File: config.mk
export PLATFORM = sky130hd
export DESIGN_NAME = data_package_mc
export DESIGN_NICKNAME = d
export VERILOG_FILES = /design/src/rtl/data_package_pkg.sv /design/src/rtl/pkg_chan_buf.sv /design/src/rtl/data_package_mc.sv
export SDC_FILE = /design/constraint.sdc
export NUM_CORES = 2
export LEC_CHECK = 0
export ABC_AREA = 1
export CAP_MARGIN = 20
export CORE_MARGIN = 3
export CORE_UTILIZATION = 40
export DETAILED_ROUTE_END_ITERATION = 10
export GPL_TIMING_DRIVEN = 0
export PLACE_DENSITY = 0.62
export SLEW_MARGIN = 20
export SYNTH_ARGS = -nofsm -noshare
export SYNTH_HDL_FRONTEND = slang
export SYNTH_SLANG_ARGS = --single-unit
export TNS_END_PERCENT = 30
File: constraint.sdc
create_clock -name clk -period 11.1 [get_ports clk]
set_input_delay 2.775 -clock clk [delete_from_list [all_inputs] [get_ports clk]]
set_output_delay 2.775 -clock clk [all_outputs]
set_load 0.05 [all_outputs]
File: src/rtl/data_package_pkg.sv
// Shared definitions for the multi-channel data packager: FSM encoding and a
// constant-evaluable ceiling log2 used to size the channel-type field.
package data_package_pkg;

    typedef enum logic [1:0] {
        IDLE  = 2'd0,
        FILL  = 2'd1,
        DRAIN = 2'd2
    } state_e;

    // Ceiling log2 for elaboration-time width computation (clog2(1) = 0).
    function automatic int unsigned clog2(input int unsigned value);
        int unsigned res;
        res = 0;
        while ((32'd1 << res) < value) begin
            res = res + 1;
        end
        return res;
    endfunction

endpackage

File: src/rtl/pkg_chan_buf.sv
// One channel store: a small FIFO with asynchronous read of the head word.
module pkg_chan_buf #(
    parameter int unsigned DATA_WIDTH = 8,
    parameter int unsigned ADDR_WIDTH = 7
) (
    input  logic                  clk,
    input  logic                  rst,
    input  logic                  clr_i,
    input  logic                  wr_en_i,
    input  logic [DATA_WIDTH-1:0] wr_data_i,
    input  logic                  rd_en_i,
    output logic [DATA_WIDTH-1:0] rd_data_o,
    output logic [ADDR_WIDTH:0]   count_o,
    output logic                  empty_o,
    output logic                  full_o
);

    localparam int unsigned DEPTH = 1 << ADDR_WIDTH;
    localparam int unsigned CNT_W = ADDR_WIDTH + 1;

    logic [DATA_WIDTH-1:0] mem_q [DEPTH];
    logic [ADDR_WIDTH-1:0] wr_ptr_q;
    logic [ADDR_WIDTH-1:0] rd_ptr_q;
    logic [CNT_W-1:0]      count_q;
    logic                  wr_ok;
    logic                  rd_ok;

    assign full_o    = (count_q == CNT_W'(DEPTH));
    assign empty_o   = (count_q == '0);
    assign wr_ok     = wr_en_i & ~full_o;
    assign rd_ok     = rd_en_i & ~empty_o;
    assign rd_data_o = mem_q[rd_ptr_q];
    assign count_o   = count_q;

    // Pointer and occupancy bookkeeping; cleared at burst end or reset.
    always_ff @(posedge clk) begin
        if (rst || clr_i) begin
            wr_ptr_q <= '0;
            rd_ptr_q <= '0;
            count_q  <= '0;
        end else begin
            if (wr_ok) wr_ptr_q <= wr_ptr_q + ADDR_WIDTH'(1);
            if (rd_ok) rd_ptr_q <= rd_ptr_q + ADDR_WIDTH'(1);
            case ({wr_ok, rd_ok})
                2'b10:   count_q <= count_q + CNT_W'(1);
                2'b01:   count_q <= count_q - CNT_W'(1);
                default: count_q <= count_q;
            endcase
        end
    end

    // Storage array; contents survive reset.
    always_ff @(posedge clk) begin
        if (wr_ok) mem_q[wr_ptr_q] <= wr_data_i;
    end

endmodule

File: src/rtl/data_package_mc.sv
// Burst packager: collects words into per-type channels, then drains them
// highest channel first, FIFO within a channel, reporting the burst size.
module data_package_mc
    import data_package_pkg::*;
#(
    parameter  int unsigned DATA_WIDTH = 8,
    parameter  int unsigned ADDR_WIDTH = 7,
    parameter  int unsigned CH_NUM     = 4,
    localparam int unsigned TYPE_WIDTH = clog2(CH_NUM),
    localparam int unsigned NUM_WIDTH  = ADDR_WIDTH + TYPE_WIDTH + 1
) (
    input  logic                  clk,
    input  logic                  rst,
    input  logic                  wen,
    input  logic [DATA_WIDTH-1:0] pkg_in,
    input  logic [TYPE_WIDTH-1:0] pkg_type,
    input  logic                  pkg_rdy,
    output logic [DATA_WIDTH-1:0] pkg_out,
    output logic                  pkg_out_vld,
    output logic [TYPE_WIDTH-1:0] pkg_out_type,
    output logic [NUM_WIDTH-1:0]  pkg_num,
    output logic                  pkg_num_vld,
    output logic                  busy,
    output logic                  ovf
);

    state_e                state_q, state_d;
    logic [NUM_WIDTH-1:0]  pkg_num_q, pkg_num_d;
    logic                  pkg_num_vld_q, pkg_num_vld_d;
    logic                  ovf_q, ovf_d;

    logic [CH_NUM-1:0]     wr_en, rd_en, empty, full;
    logic [DATA_WIDTH-1:0] rd_data [CH_NUM];
    logic [ADDR_WIDTH:0]   count   [CH_NUM];

    logic                  drain_c, accept_c, type_ok_c, tgt_full_c, drop_c;
    logic                  any_c, clr_c;
    logic [TYPE_WIDTH-1:0] sel_c;
    logic [NUM_WIDTH-1:0]  total_c;

    assign drain_c   = (state_q == DRAIN);
    assign accept_c  = wen & ((state_q == IDLE) | (state_q == FILL));
    assign type_ok_c = (32'(pkg_type) < CH_NUM);
    assign drop_c    = accept_c & (~type_ok_c | tgt_full_c);

    // Channel stores with write steering and read-side priority grant.
    for (genvar g = 0; g < CH_NUM; g++) begin : g_chan
        assign wr_en[g] = accept_c & type_ok_c & (pkg_type == TYPE_WIDTH'(g));
        assign rd_en[g] = drain_c & pkg_rdy & any_c & (sel_c == TYPE_WIDTH'(g));

        pkg_chan_buf #(
            .DATA_WIDTH (DATA_WIDTH),
            .ADDR_WIDTH (ADDR_WIDTH)
        ) u_buf (
            .clk       (clk),
            .rst       (rst),
            .clr_i     (clr_c),
            .wr_en_i   (wr_en[g]),
            .wr_data_i (pkg_in),
            .rd_en_i   (rd_en[g]),
            .rd_data_o (rd_data[g]),
            .count_o   (count[g]),
            .empty_o   (empty[g]),
            .full_o    (full[g])
        );
    end

    // Highest non-empty channel wins; also totals occupancy and looks up target fullness.
    always_comb begin
        sel_c      = '0;
        any_c      = 1'b0;
        total_c    = '0;
        tgt_full_c = 1'b0;
        for (int i = 0; i < CH_NUM; i++) begin
            if (!empty[i]) begin
                sel_c = TYPE_WIDTH'(i);
                any_c = 1'b1;
            end
            total_c = total_c + NUM_WIDTH'(count[i]);
            if (pkg_type == TYPE_WIDTH'(i)) tgt_full_c = full[i];
        end
    end

    // State and status registers.
    always_ff @(posedge clk) begin
        if (rst) begin
            state_q       <= IDLE;
            pkg_num_q     <= '0;
            pkg_num_vld_q <= 1'b0;
            ovf_q         <= 1'b0;
        end else begin
            state_q       <= state_d;
            pkg_num_q     <= pkg_num_d;
            pkg_num_vld_q <= pkg_num_vld_d;
            ovf_q         <= ovf_d;
        end
    end

    // Next-state: a dropped first write still opens the burst and flags ovf.
    always_comb begin
        state_d       = state_q;
        pkg_num_d     = pkg_num_q;
        pkg_num_vld_d = pkg_num_vld_q;
        ovf_d         = ovf_q;
        clr_c         = 1'b0;
        case (state_q)
            IDLE: begin
                if (wen) begin
                    state_d = FILL;
                    ovf_d   = drop_c;
                end
            end
            FILL: begin
                if (drop_c) ovf_d = 1'b1;
                if (!wen) begin
                    if (total_c == '0) begin
                        state_d = IDLE;
                    end else begin
                        state_d       = DRAIN;
                        pkg_num_d     = total_c;
                        pkg_num_vld_d = 1'b1;
                    end
                end
            end
            DRAIN: begin
                if (pkg_rdy && (total_c == NUM_WIDTH'(1))) begin
                    state_d       = IDLE;
                    pkg_num_d     = '0;
                    pkg_num_vld_d = 1'b0;
                    clr_c         = 1'b1;
                end
            end
            default: state_d = IDLE;
        endcase
    end

    // Head word of the granted channel is shown only while draining.
    always_comb begin
        pkg_out      = '0;
        pkg_out_type = '0;
        if (drain_c) begin
            pkg_out      = rd_data[sel_c];
            pkg_out_type = sel_c;
        end
    end

    assign pkg_out_vld = drain_c;
    assign busy        = drain_c;
    assign pkg_num     = pkg_num_q;
    assign pkg_num_vld = pkg_num_vld_q;
    assign ovf         = ovf_q;

endmodule

After elaboration in Yosys (flattened, before gate mapping). Memories as Yosys holds them, arrays and structs flattened. A register that Yosys moved wholly into a read port is not among the register bits. Cells that the tools add are included.

$lt $le $gt $ge: 1. Mux-type cells: 54. Reductions and logical operators: 19. Add/subtract/negate cells: 19. Equal/unequal tests: 26. Bitwise operators: 30.

Operator list (count): case mux 8 bit (2 select lines) (4); adder 7 x 1 -> 7 bit (second input constant) (8); two-way mux 7 bit (8); adder 8 x 1 -> 8 bit (second input constant) (4); equality test 8 bit (second input constant) (4); zero test 8 bit (4); subtractor 8 x 1 -> 8 bit (second input constant) (4); two-way mux 10 bit (3); two-way mux 1 bit (24); two-way mux 8 bit (3); AND 1 bit (20); case mux 10 bit (2 select lines) (1); equality test 2 bit (second input constant) (9); binary-select mux 8 bit (select 2 bit) (1); equality test 2 x 1 -> 1 bit (second input constant) (7); two-way mux 2 bit (7); nonzero test 2 bit (6); adder 10 x 8 -> 10 bit (1); adder 9 x 8 -> 10 bit (1); equality test 10 x 1 -> 1 bit (second input constant) (1); zero test 10 bit (1); adder 8 x 8 -> 9 bit (1); inequality test 2 bit (second input constant) (4); inverter 1 bit (8); other kinds (11) (15).

Word-level logic and storage cells: 169. Input bits: 14. Memories kept: 4. Register bits after elaboration: 102. RAM bits: 4096. Output and inout port bits: 24.

Memory list: g_chan[0].u_buf.mem_q (words 128, width 8, read ports 1, clocked after Yosys merged registers in 1, wr ports 1, line pkg_chan_buf.sv:21) `logic [DATA_WIDTH-1:0] mem_q [DEPTH];`; g_chan[1].u_buf.mem_q (words 128, width 8, read ports 1, clocked after Yosys merged registers in 1, wr ports 1, line pkg_chan_buf.sv:21); g_chan[2].u_buf.mem_q (words 128, width 8, read ports 1, clocked after Yosys merged registers in 1, wr ports 1, line pkg_chan_buf.sv:21); g_chan[3].u_buf.mem_q (words 128, width 8, read ports 1, clocked after Yosys merged registers in 1, wr ports 1, line pkg_chan_buf.sv:21).

Longest topological paths before layout.
Word-level depth: 10. Mapped depth: 21. Depth with buffers taken out: 20.

Cells and area by module. A second synthesis with hierarchy kept.

Cells, all modules: 15269. Area, all modules: 174932.8 um^2.

Modules (own cells, without submodules): pkg_chan_buf (times used 4, sequential area each 31330.0 um^2, area an instance 43275.3 um^2, cells each 3747); data_package_mc (times used 1, sequential area each 280.3 um^2, area an instance 1831.8 um^2, cells each 281).

Worst setup path after synthesis. Ideal clock, no wire load.

Path type: input to register. Start: input port wen. End: register g_chan[0].u_buf.count_q[6]. Setup slack: 6.177 ns. Required time: 11.014 ns. Data arrival time: 4.837 ns. Stages on the path: 14. Buffers on the path: 0. Setup time: 0.086 ns. Path through: inv_2 > nor2_1 > inv_1 > nor3_1 > nand2_1 > ha_1 > ha_1 > nand2_1 > o21ai_0 > nand2_1 > a21oi_1 > nor2_1 > xor2_1 > a211oi_1.

Cells in the longest elaborated chain, start to end: 5. Elaborated cells between the ends (all ways): 7. Classes of those cells: eq/ne: 2; mux: 1; bitwise: 3; reduce/logical: 1.

Ends and longest elaborated chain: from (decl) (line data_package_mc.sv:14) `input logic wen,`; AND 1 bit (*) (line data_package_mc.sv:42) `assign accept_c = wen & ((state_q == IDLE) | (state_q == FILL));`; AND 1 bit (*) (line data_package_mc.sv:48) `assign wr_en[g] = accept_c & type_ok_c & (pkg_type == TYPE_WIDTH'(g));`; AND 1 bit (*) (line pkg_chan_buf.sv:30) `assign wr_ok = wr_en_i & ~full_o;`; equality test 2 x 1 -> 1 bit or equality test 2 bit (tied branches) (line pkg_chan_buf.sv:44) `case ({wr_ok, rd_ok})`; case mux 8 bit (2 select lines) or nonzero test 2 bit (tied branches); to (signal assigned) (line pkg_chan_buf.sv:45) `2'b10: count_q <= count_q + CNT_W'(1);`; to (signal assigned) (line pkg_chan_buf.sv:46) `2'b01: count_q <= count_q - CNT_W'(1);`; to (signal assigned) (line pkg_chan_buf.sv:47) `default: count_q <= count_q;`; to (decl) (line pkg_chan_buf.sv:24) `logic [CNT_W-1:0] count_q;`.

Mark *: on every way between the ends. The rest lies on a longest branch, timed or not. A chain may end at the register's enable or synchronous reset.

==> metrics.md <==
| Metric | Value |
|---|---|
| Initial Utilization | 40.3% |
| Synth area leader | edfxtp_1 |
| Crit path buf inv count | 5 |
| CP Capture Type | primary output |
| DRC errors left | 0 |
| Slew HR | 10.6% |
| CP cell instances | buf_2 > inv_2 > buf_2 > buf_1 > nand2_1 > nand3_1 > nand3_1 > nand3_1 > nand3_1 > nand2_1 > nand2_1 > nand3_1 > nand3_1 > nand2_1 > nand2_1 > nand2_1 > clkdlybuf4s50_1 |
| Initial antenna violation count | 14 |
| Power consumption | 32.8 mW |
| Pwr dens | 168 nW/um^2 |
| DIE HEIGHT | 663 um |
| Synth Instances | 14981 |
| Compound-Gate Fraction of Synth Area | 0.493% |
| Worst path max stage delay | 0.87 ns |
| Setup Fix Bufs, Post-CTS | 0 |
| Fin. max-slew vios | 0 |
| TritonRoute pass-1 iters | 7 |
| Synthesis-to-layout area growth | 13.5% |
| Slowest cell on crit path | clkdlybuf4s50_1 |
| Post-Synth Adder-Cell Area | less than 1% |
| Final Hold Vio Count | 0 |
| LEAKAGE | 67.0 nW |
| Clk slew on worst S/H paths | 0.07 ns |
| Worst EP arrival | about 6.4 ns |
| Area contributors post-synth | edfxtp_1 71%, nand3_1 11%, nand2_1 10% |
| Drt wl/cell | 28.6 um |
| Critical path launch point type | flip-flop |
| Final period util | 82.6% |
| Crit path required time | ~8.3 ns |
| Post-Route Setup TNS | 0 ns |
| WL final | 618 mm |
| Worst path top cell family by delay | buffers and inverters |
| Post-synthesis area per instance | roughly 12 sq um |
| Via/cell ratio | 5.79 |
| Ys flop type | edfxtp_1 |
| Vias in the first global route | 114624 |
| Syn_nets | between 15000 and 20000 |
| Crit Path Class | reg -> out |
| Share of cells above drive strength 1 | 6.68% |
| Fmax | 109 MHz |
| # H-tree levels | 5 |
| Worst-skew pair later-pin latency | 1.03 ns |
| VDD IR max | 0.135 mV |
| Synth warnings | 0 |
| Starting DRT DRC Count | just under 20000 |
| Global-route wire length before repair | 857 mm |
| Largest family of logic cells by synthesized area | simple AND/OR/NAND/NOR gates |
| Post-synth EDFFs | 4096 |
| Status | completed |
| DRT antenna net count | 0 |
| Register bit total from synthesis | 4226 |
| CTS resizes | 0 |
| Mux cell area share after synthesis | 0% |
| Netlist cell types | 44 |
| Clock buffer depth | 4 |
| Cell chosen for the clock root | clkbuf_16 |
| Nets@finish | 15611 |
| Largest net degree at the start of global routing | ~130 |
| RSZ-0062 raised after global routing | no |
| Register-to-Register Setup Slack | around 6.0 ns |
| HP Class | reg -> reg |
| Global Route Usage Sum | 27.2% |
| Min cycle time layout | 9.17 ns |
| Number of buffers created by CTS | 431 |
| Most common cell in the netlist | nand2_1 |
| Routability cong. | 0.981 |
| Max cap viols | 0 |
| Setup violators final | 0 |
| Ports | 38 |
| Clk sinks | 4226 |
| Via count | 125101 |
| Final Skew | around 0.064 ns |
| Synth cell count leaders | 4762 x nand2_1, 4096 x edfxtp_1, 3914 x nand3_1 |
| Port Buf Inserts | 37 |
| CP Max Fanout | 10 |
| Row Count | 240 |
| CTS tree | done |
| CORE AREA | 429000 sq um |
| Register area share after synthesis | ~73% |
| Post-synthesis xor/xnor area fraction | 0.162% |
| Post-synth ARST share | 0% |
| Total die area | 439000 sq um |
| Die width | around 660 um |
| Synth Area in Simple Gates | 23.4% |
| Mapped Area | roughly 170000 sq um |
| Hold buffers post-CTS | 0 |
| Placed wire-length estimate | around 420 mm |
| Synth top area share | between 70 and 80% |
| Slew @ Worst Pin | 1.34 ns |
| Gr ovfl total | 0 |
==> report_power, final <==
part           total, mW  internal [mW]  switching, mW
Combinational      0.900          0.179          0.721
Clock               14.4           8.10           6.33
Sequential          17.5           17.5         0.0131
Total               32.8           25.8           7.06
==> sequential cells by signal (all words and copies together), names as in the netlist, named ones only <==
| signal | flops |
|---|---|
| g_chan.u_buf.wr_ptr_q | 28 |
| ovf | 1 |
| g_chan.u_buf.count_o | 32 |
| g_chan.u_buf.rd_ptr_q | 28 |
| pkg_num_vld | 1 |
| state_q | 2 |
| pkg_num | 10 |
| g_chan.u_buf.mem_q | 4096 |
==> placed cells by master, fill, tap and decap left out, types with 107 or more instances in the layout <==
master,instances
buf_1,186
buf_2,182
clkbuf_1,653
clkbuf_16,433
clkinv_1,107
dfxtp_1,130
edfxtp_1,4096
inv_1,168
nand2_1,4762
nand3_1,3914
nor2_1,485
nor2_2,129
==> cells by family after synthesis <==
| family | after synthesis |
|---|---|
| AO/OA/AOI/OAI | 150 |
| XOR/XNOR | 32 |
| adder cells (fa/ha/maj) | 65 |
| buffers and inverters | 1121 |
| flip-flops | 4226 |
| AND/OR/NAND/NOR | 9387 |
==> routing by layer <==
metal	GRT usage, %	share of wire [%]
met1	36.5	38
met2	40.8	44
met3	6.46	12
met4	14.9	6.4
met5	0.0977	0.020
==> stage by stage <==
step	std cells	setup WS, ns	instance area, sq um	utilization, %	hold slack, ns
CTS	21586	2.20	196000	45.7	0.467
floorplan	14981	6.18	173000	-	0.466
detailed placement	20780	3.31	182000	42.5	0.457
global placement	20705	-11.91	180000	42.0	0.452
global route	21595	2.01	196000	45.7	0.491
finish	21600	1.93	196000	45.7	0.460
==> path summary, 6_finish.rpt <==
path	from	endpoint	cells after the start
min	pkg_num[5]	pkg_num[5]	2
min reg2reg	pkg_num[5]	pkg_num[5]	2
max reg2reg	g_chan[2].u_buf.count_o[1]	g_chan[1].u_buf.rd_ptr_q[6]	14
max	flip-flop	pkg_out[5]	17
==> final cells by class <==
type                    count  area (sq um)
clock inverters           260          2430
plain buffers             936          3760
multi-input cells        9634         42900
inverters                 185           694
well taps                5687          7120
flip-flops and latches   4226        126000
diodes                      8          20.0
clock buffers             546         11400
repair buffers            118          2000
fillers                 38689        233000
==> tightest hold or removal path, delay by kind of cell, from the launching register on <==
kind             cells  cell delay (ns)
AO/OA/AOI/OAI        1             0.05
flip-flops           1             0.30
AND/OR/NAND/NOR      1             0.05
No activity file was read; power rests on OpenSTA's default activity.
